**src/rtl/core_pkg.sv**
```systemverilog
// Shared core definitions: instruction width, PC step and the fetch entry layout.
package core_pkg;
  localparam int ILEN   = 32;
  localparam int PC_INC = 4;
  localparam int PC_W   = 32;

  // One buffered fetch: the instruction word together with the PC it came from.
  typedef struct packed {
    logic [PC_W-1:0] pc;
    logic [ILEN-1:0] instr;
  } fetch_entry_t;
endpackage

```
**src/rtl/ifetch_prefetch_if.sv**
```systemverilog
// Bus bundle of the prefetcher: redirect input, memory request/response port
// and the instruction port toward the fetch unit.
interface ifetch_prefetch_if
  import core_pkg::*;
#(
  parameter int XLEN = 32
) ();
  logic            redirect_valid;
  logic [XLEN-1:0] redirect_pc;
  logic            mem_req_valid;
  logic            mem_req_ready;
  logic [XLEN-1:0] mem_req_addr;
  logic            mem_resp_valid;
  logic [ILEN-1:0] mem_resp_data;
  logic            instr_valid;
  logic            instr_ready;
  logic [ILEN-1:0] instr;
  logic [XLEN-1:0] instr_pc;

  // Prefetcher side.
  modport master (
    input  redirect_valid, redirect_pc,
    input  mem_req_ready, mem_resp_valid, mem_resp_data,
    input  instr_ready,
    output mem_req_valid, mem_req_addr,
    output instr_valid, instr, instr_pc
  );

  // Core / memory side.
  modport slave (
    output redirect_valid, redirect_pc,
    output mem_req_ready, mem_resp_valid, mem_resp_data,
    output instr_ready,
    input  mem_req_valid, mem_req_addr,
    input  instr_valid, instr, instr_pc
  );
endinterface

```
**src/rtl/ifetch_prefetch_sync_fifo.sv**
```systemverilog
// Small in-order FIFO with push/pop/flush and an occupancy count.
// Pushing into a full FIFO is the caller's problem; the prefetcher's credit
// scheme guarantees it never happens.
module sync_fifo #(
  parameter int WIDTH = 64,
  parameter int DEPTH = 4,
  parameter int CW    = $clog2(DEPTH + 1)
) (
  input  logic             clk,
  input  logic             reset,
  input  logic             flush,
  input  logic             push,
  input  logic [WIDTH-1:0] din,
  input  logic             pop,
  output logic [WIDTH-1:0] dout,
  output logic [CW-1:0]    count
);
  localparam int AW = (DEPTH > 1) ? $clog2(DEPTH) : 1;

  logic [WIDTH-1:0] mem_q [DEPTH];
  logic [AW-1:0]    wr_q, rd_q;
  logic [CW-1:0]    count_q;

  // Storage array: data only, no reset needed since count gates validity.
  always_ff @(posedge clk) begin
    if (push && !flush) mem_q[wr_q] <= din;
  end

  // Pointers and occupancy; flush empties the FIFO in one cycle.
  always_ff @(posedge clk or posedge reset) begin
    if (reset) begin
      wr_q    <= '0;
      rd_q    <= '0;
      count_q <= '0;
    end else if (flush) begin
      wr_q    <= '0;
      rd_q    <= '0;
      count_q <= '0;
    end else begin
      if (push) wr_q <= wr_q + AW'(1);
      if (pop)  rd_q <= rd_q + AW'(1);
      count_q <= count_q + CW'(push) - CW'(pop);
    end
  end

  assign dout  = mem_q[rd_q];
  assign count = count_q;
endmodule

```
**src/rtl/ifetch_prefetch.sv**
```systemverilog
// Instruction prefetch buffer. Issues sequential word fetches as long as every
// live in-flight request has a guaranteed FIFO slot, buffers {pc, instr} in
// order, and on redirect flushes the FIFO and counts the in-flight responses
// that must be thrown away.
module ifetch_prefetch
  import core_pkg::*;
#(
  parameter int              XLEN     = 32,
  parameter int              DEPTH    = 4,
  parameter logic [XLEN-1:0] RESET_PC = '0
) (
  input logic               clk,
  input logic               reset,
  ifetch_prefetch_if.master bus
);
  localparam int CW = $clog2(DEPTH + 1);
  localparam int EW = XLEN + ILEN;

  logic [XLEN-1:0] fetch_pc_q, fetch_pc_d;
  logic [XLEN-1:0] resp_pc_q,  resp_pc_d;
  logic [CW-1:0]   outstanding_q, outstanding_d;
  logic [CW-1:0]   drop_q, drop_d;

  logic [CW-1:0]   fifo_cnt;
  logic [EW-1:0]   fifo_din, fifo_dout;
  logic [CW:0]     used;
  logic [XLEN-1:0] redir_tgt;
  logic            redir, req_valid, accept, resp, push, pop, head_valid;

  assign redir     = bus.redirect_valid;
  assign resp      = bus.mem_resp_valid;
  assign redir_tgt = bus.redirect_pc & ~XLEN'(3);

  // Slots already promised: buffered entries plus live (non-stale) requests.
  assign used      = {1'b0, fifo_cnt} + {1'b0, outstanding_q} - {1'b0, drop_q};
  assign req_valid = !reset && !redir && (used < (CW+1)'(DEPTH));
  assign accept    = req_valid && bus.mem_req_ready;

  assign head_valid = (fifo_cnt != '0);
  assign push       = resp && !redir && (drop_q == '0);
  assign pop        = head_valid && bus.instr_ready && !redir;
  assign fifo_din   = {resp_pc_q, bus.mem_resp_data};

  sync_fifo #(
    .WIDTH (EW),
    .DEPTH (DEPTH),
    .CW    (CW)
  ) u_fifo (
    .clk   (clk),
    .reset (reset),
    .flush (redir),
    .push  (push),
    .din   (fifo_din),
    .pop   (pop),
    .dout  (fifo_dout),
    .count (fifo_cnt)
  );

  // Next-state for fetch/response PCs and the in-flight/drop counters.
  always_comb begin
    fetch_pc_d    = fetch_pc_q;
    resp_pc_d     = resp_pc_q;
    outstanding_d = outstanding_q + CW'(accept) - CW'(resp);
    drop_d        = drop_q;
    if (redir) begin
      // Everything still in flight after this cycle's response is stale.
      fetch_pc_d = redir_tgt;
      resp_pc_d  = redir_tgt;
      drop_d     = outstanding_q - CW'(resp);
    end else begin
      if (accept) fetch_pc_d = fetch_pc_q + XLEN'(PC_INC);
      if (resp) begin
        if (drop_q != '0) drop_d    = drop_q - CW'(1);
        else              resp_pc_d = resp_pc_q + XLEN'(PC_INC);
      end
    end
  end

  // Control state register.
  always_ff @(posedge clk or posedge reset) begin
    if (reset) begin
      fetch_pc_q    <= RESET_PC;
      resp_pc_q     <= RESET_PC;
      outstanding_q <= '0;
      drop_q        <= '0;
    end else begin
      fetch_pc_q    <= fetch_pc_d;
      resp_pc_q     <= resp_pc_d;
      outstanding_q <= outstanding_d;
      drop_q        <= drop_d;
    end
  end

  assign bus.mem_req_valid = req_valid;
  assign bus.mem_req_addr  = fetch_pc_q;
  assign bus.instr_valid   = head_valid;
  // Head fields forced to zero when empty so reset clears them immediately.
  assign bus.instr         = head_valid ? fifo_dout[ILEN-1:0]  : '0;
  assign bus.instr_pc      = head_valid ? fifo_dout[EW-1:ILEN] : '0;
endmodule

```
**src/flat_wrapper.sv**
```systemverilog
// flat-port wrapper written by rule: the top's interface ports become plain ports
module ifetch_prefetch_flat import core_pkg::*;
#(
  parameter int              XLEN     = 32,
  parameter int              DEPTH    = 4,
  parameter logic [XLEN-1:0] RESET_PC = '0
)
  (clk, reset, bus_redirect_valid, bus_redirect_pc, bus_mem_req_ready, bus_mem_resp_valid, bus_mem_resp_data, bus_instr_ready, bus_mem_req_valid, bus_mem_req_addr, bus_instr_valid, bus_instr, bus_instr_pc);
  ifetch_prefetch_if #(.XLEN(XLEN)) bus_i ();
  input logic clk;
  input logic reset;
  input wire logic [$bits(bus_i.redirect_valid)-1:0] bus_redirect_valid;
  input wire logic [$bits(bus_i.redirect_pc)-1:0] bus_redirect_pc;
  input wire logic [$bits(bus_i.mem_req_ready)-1:0] bus_mem_req_ready;
  input wire logic [$bits(bus_i.mem_resp_valid)-1:0] bus_mem_resp_valid;
  input wire logic [$bits(bus_i.mem_resp_data)-1:0] bus_mem_resp_data;
  input wire logic [$bits(bus_i.instr_ready)-1:0] bus_instr_ready;
  output wire logic [$bits(bus_i.mem_req_valid)-1:0] bus_mem_req_valid;
  output wire logic [$bits(bus_i.mem_req_addr)-1:0] bus_mem_req_addr;
  output wire logic [$bits(bus_i.instr_valid)-1:0] bus_instr_valid;
  output wire logic [$bits(bus_i.instr)-1:0] bus_instr;
  output wire logic [$bits(bus_i.instr_pc)-1:0] bus_instr_pc;
  assign bus_i.redirect_valid = bus_redirect_valid;
  assign bus_i.redirect_pc = bus_redirect_pc;
  assign bus_i.mem_req_ready = bus_mem_req_ready;
  assign bus_i.mem_resp_valid = bus_mem_resp_valid;
  assign bus_i.mem_resp_data = bus_mem_resp_data;
  assign bus_i.instr_ready = bus_instr_ready;
  assign bus_mem_req_valid = bus_i.mem_req_valid;
  assign bus_mem_req_addr = bus_i.mem_req_addr;
  assign bus_instr_valid = bus_i.instr_valid;
  assign bus_instr = bus_i.instr;
  assign bus_instr_pc = bus_i.instr_pc;
  ifetch_prefetch #(.XLEN(XLEN), .DEPTH(DEPTH), .RESET_PC(RESET_PC)) u_core (.clk(clk), .reset(reset), .bus(bus_i));
endmodule
```
**config.mk**
```make
export PLATFORM = sky130hd
export DESIGN_NAME = ifetch_prefetch_flat
export DESIGN_NICKNAME = d
export VERILOG_FILES = /design/src/rtl/core_pkg.sv /design/src/rtl/ifetch_prefetch_if.sv /design/src/rtl/ifetch_prefetch_sync_fifo.sv /design/src/rtl/ifetch_prefetch.sv /design/src/flat_wrapper.sv
export SDC_FILE = /design/constraint.sdc
export NUM_CORES = 1
export LEC_CHECK = 0
export CORE_ASPECT_RATIO = 0.9
export CORE_UTILIZATION = 48
export CTS_CLUSTER_DIAMETER = 200
export CTS_CLUSTER_SIZE = 16
export DETAILED_ROUTE_END_ITERATION = 7
export DONT_BUFFER_PORTS = 1
export PLACE_DENSITY = 0.63
export SLEW_MARGIN = 20
export SYNTH_ARGS = -nofsm -noshare
export SYNTH_HDL_FRONTEND = slang
export SYNTH_SLANG_ARGS = --single-unit
```
**constraint.sdc**
```tcl
create_clock -name clk -period 8.24 [get_ports clk]
set_clock_uncertainty 0.1 [all_clocks]
set_input_delay 1.236 -clock clk [delete_from_list [all_inputs] [get_ports clk]]
set_output_delay 1.236 -clock clk [all_outputs]
set_load 0.02 [all_outputs]
```
==> impl_metrics.yaml <==
floorplanning:
  fp.dieH_um: 163
  rows: 58
  die-width_um: 181
  initial_core_util_pct: 49.3
  coreArea_um2: 28200
  ios: 168
  die-area_um2: 29600
synth:
  synth_warnings: 0
  ys_types: 57
  postSynthAreaPerCell_um2: 16.2
  yosysSeqAreaShare_pct: 66.8
  yosys_register_bits: 321
  synth_edf_count: 248
  ys.flop_type: "edfxtp_1"
  synthCells: 855
  synthArstFlopShare_pct: 22.7
  synthesis.area_um2: 13900
critical_path:
  worstRegToRegCells: 9
  critPathMaxFanout: 9
  crit_end: "bus_mem_req_valid"
  path_cells: "inv_1, fa_1, inv_1, ha_1, and3b_2, nor4_4, nor2_1, nor3_1"
  startpoint: "u_core.u_fifo.count[1]"
  cp.required_ns: 6.90
  path_common_cell: "inv_1"
  r2r_slack_ns: 4.59
  crit_path_end_kind: "primary output"
  critPathSlowestCell: "fa_1"
  start_kind: "flop"
  crit_cells: 8
  r2r-start: "u_core.u_fifo.count[1]"
  worstSetupPathType: "flop to primary output"
  path_buf_inv: 2
  worstPathArrival_ns: 3.21
  max_stage_delay_ns: 0.55
  cp_top_family: "simple AND/OR/NAND/NOR gates"
  reg2reg_to: "u_core.bus.mem_req_addr[29]"
timing:
  max-slew-margin-rel_pct: 32.4
  fmax_mhz: 220
  min_period_ns: 4.54
  fin_ws_ns: 3.70
  rsz0062_at_grt: "false"
  finalMaxSlewViolations: 0
  min_period_over_period_pct: 55.1
  tightest_slew_ns: 1.01
  finalSetupViolations: 0
  finalHoldViolCount: 0
  tns_ns: 0
place:
  io_buffers: 0
  dp_hpwl_um: 17500
  finalWeightedCongestion: 0.828
  pre_cts_ws_ns: 4.26
clocking:
  clkLatencyLatePin_ns: 0.54
  post_cts_buffers: 0
  h-tree-depth: 1
  hold_buffers: 0
  clockBufferDepth: 3
  cts_buffers: 24
  cts_root_buf: "clkbuf_16"
  cts.reportedPaths.clkPinSlew_ns: 0.08
  cts-resized-gates: 0
  cts_tree: "built"
  cts_sinks: 321
route:
  wirelength_um: 28100
  drcViolationCount: 0
  firstDrtPassIters: 5
  ant_nets: 0
  wire_per_inst_um: 22.9
  vias: 7185
  drt_iter0_drc: 496
  drt-vias-per-instance: 5.85
pwr:
  power_density_nw_per_um2: 285
  ir_drop_v: 0.000216
  p_leak_uw: 0.00498
global_route:
  track_usage_pct: 19.3
  grt_pass1_vias: 7555
  antenna_found_initial: 2
  grt_max_degree: 66
  overflow: 0
  grt_pass1_wl_um: 43800
final_layout:
  syn_to_final_growth_pct: 8.05
  nNetsFinal: 940
  layout-drive-gt1-share_pct: 16.3
run:
  maxCapViolCount: 0
min_path:
  hp-class: "input port to asynchronous set/reset pin"
run_status:
  status: "finished clean"
synth_stat cells, types with 2 or more instances:
cell / count / area [µm²]
nand3_1: 20 / 100
nand4_1: 13 / 81.3
a211oi_1: 4 / 30.0
a21boi_0: 10 / 75.1
ha_1: 17 / 213
a21oi_1: 17 / 85.1
nor4_1: 4 / 25.0
and3_1: 17 / 106
nand2b_1: 8 / 50.1
o21ai_0: 8 / 40.0
nand2_1: 22 / 82.6
inv_1: 31 / 116
a221oi_1: 2 / 17.5
fa_1: 4 / 80.1
mux2_2: 18 / 203
nor2b_1: 3 / 18.8
nor2_1: 28 / 105
and2_1: 67 / 419
mux4_2: 62 / 1400
buf_4: 4 / 30.0
xnor2_1: 20 / 175
a2111oi_4: 2 / 55.1
nor3_1: 14 / 70.1
edfxtp_1: 248 / 7450
clkbuf_1: 32 / 120
buf_2: 5 / 25.0
dfrtp_1: 73 / 1830
mux2i_1: 9 / 90.1
buf_1: 5 / 18.8
and4_1: 8 / 70.1
xor2_1: 32 / 280
o31a_1: 6 / 52.6
o31ai_1: 2 / 15.0
or3_1: 5 / 31.3
nor4b_1: 2 / 17.5
o21a_1: 4 / 30.0
o2111ai_1: 6 / 52.6
a2111oi_0: 2 / 17.5
or2_2: 2 / 12.5
o211ai_1: 2 / 15.0
sequential cells by signal (all words and copies together) (netlist names):
register                 cells
u_core.outstanding_q         3
u_core.u_fifo.wr_q           2
u_core.u_fifo.rd_q           2
u_core.u_fifo.count          3
u_core.resp_pc_q            30
u_core.drop_q                3
u_core.bus.mem_req_addr     30
u_core.u_fifo.mem_q        248
worst register-to-register path, delay by kind of cell, from the launching register on:
kind | cells | cell delay (ns)
buffers and inverters | 2 | 0.18
AND/OR/NAND/NOR | 2 | 0.66
multiplexers | 1 | 0.44
AO/OA/AOI/OAI | 2 | 0.89
flip-flops | 1 | 0.41
adder cells (fa/ha/maj) | 2 | 0.82
cell usage in the layout (no fill, tap or decap), types with 3 or more instances in the layout:
master / synthesis / routed
inv_1: 31 / 29
and2_1: 67 / 67
nand2_1: 22 / 22
ha_1: 17 / 17
nor2b_1: 3 / 3
xnor2_1: 20 / 20
nor3_1: 14 / 14
a21oi_1: 17 / 17
or3_1: 5 / 4
mux4_2: 62 / 62
a211oi_1: 4 / 4
fa_1: 4 / 4
o2111ai_1: 6 / 5
and3_1: 17 / 13
dfrtp_1: 73 / 71
a21boi_0: 10 / 10
and4_1: 8 / 8
nor4_1: 4 / 3
o21ai_0: 8 / 8
o21a_1: 4 / 4
mux2_2: 18 / 18
conb_1: 1 / 4
xor2_1: 32 / 32
nand3_1: 20 / 20
edfxtp_1: 248 / 248
clkbuf_1: 32 / 18
o31a_1: 6 / 6
buf_4: 4 / 10
nand4_1: 13 / 13
mux2i_1: 9 / 9
nand2b_1: 8 / 8
nor2_1: 28 / 28
clkbuf_16: 0 / 25
area by class of cell:
type	instances	area [µm²]
antenna	2	5.00
clock buffer	43	693
clock inverter	1	16.3
fill	2266	13200
inverter	31	116
multi-input combinational	459	4320
sequential	321	9280
tap	360	450
timing repair buffer	12	115
through the flow:
stage / area (µm²) / instances / utilization, % / hold WS [ns] / total power, µW
2_1_floorplan: 13900 / 858 / - / 0.394 / 2970
3_3_place_gp: 14200 / 1180 / 50.5 / 0.430 / 3160
3_5_place_dp: 14300 / 1182 / 50.7 / 0.454 / 3220
4_1_cts: 15000 / 1226 / 53.2 / 0.448 / 4330
5_1_grt: 15000 / 1229 / 53.3 / 0.463 / 4490
6_report: 15000 / 1229 / 53.3 / 0.458 / 4270
how the worst min path moves through the flow:
stage / from / slack [ns] / to / depth (start not counted)
after floorplan: u_core.resp_pc_q[31] / 0.39 / u_core.u_fifo.mem_q[0][63] / 0
after global placement: u_core.outstanding_q[2] / 0.43 / u_core.outstanding_q[2] / 1
final: reset / 0.46 / u_core.resp_pc_q[9] / 1
after global routing: reset / 0.46 / u_core.bus.mem_req_addr[9] / 1
after CTS: reset / 0.45 / u_core.resp_pc_q[9] / 1
after detailed placement: u_core.resp_pc_q[13] / 0.45 / u_core.u_fifo.mem_q[2][45] / 0
report_power, final:
part / leakage [µW] / internal [µW] / switching (µW)
Clock: 0.000337 / 573 / 534
Combinational: 0.00156 / 444 / 743
Sequential: 0.00309 / 1850 / 127
Total: 0.00498 / 2860 / 1400
metal layers:
metal	GRT usage, %	routed length, µm
met1	25.7	12300
met2	32.3	13600
met3	4.35	1670
met4	5.05	571
met5	0	0
kinds of logic after synthesis:
family / synth area share, %
AND/OR/NAND/NOR: 9.21
multiplexers: 12.4
AO/OA/AOI/OAI: 3.89
adder cells (fa/ha/maj): 2.11
buffers and inverters: 2.32
flip-flops: 66.8
XOR/XNOR: 3.28
other: 0.0270
Power figures use the tool's default switching activity.
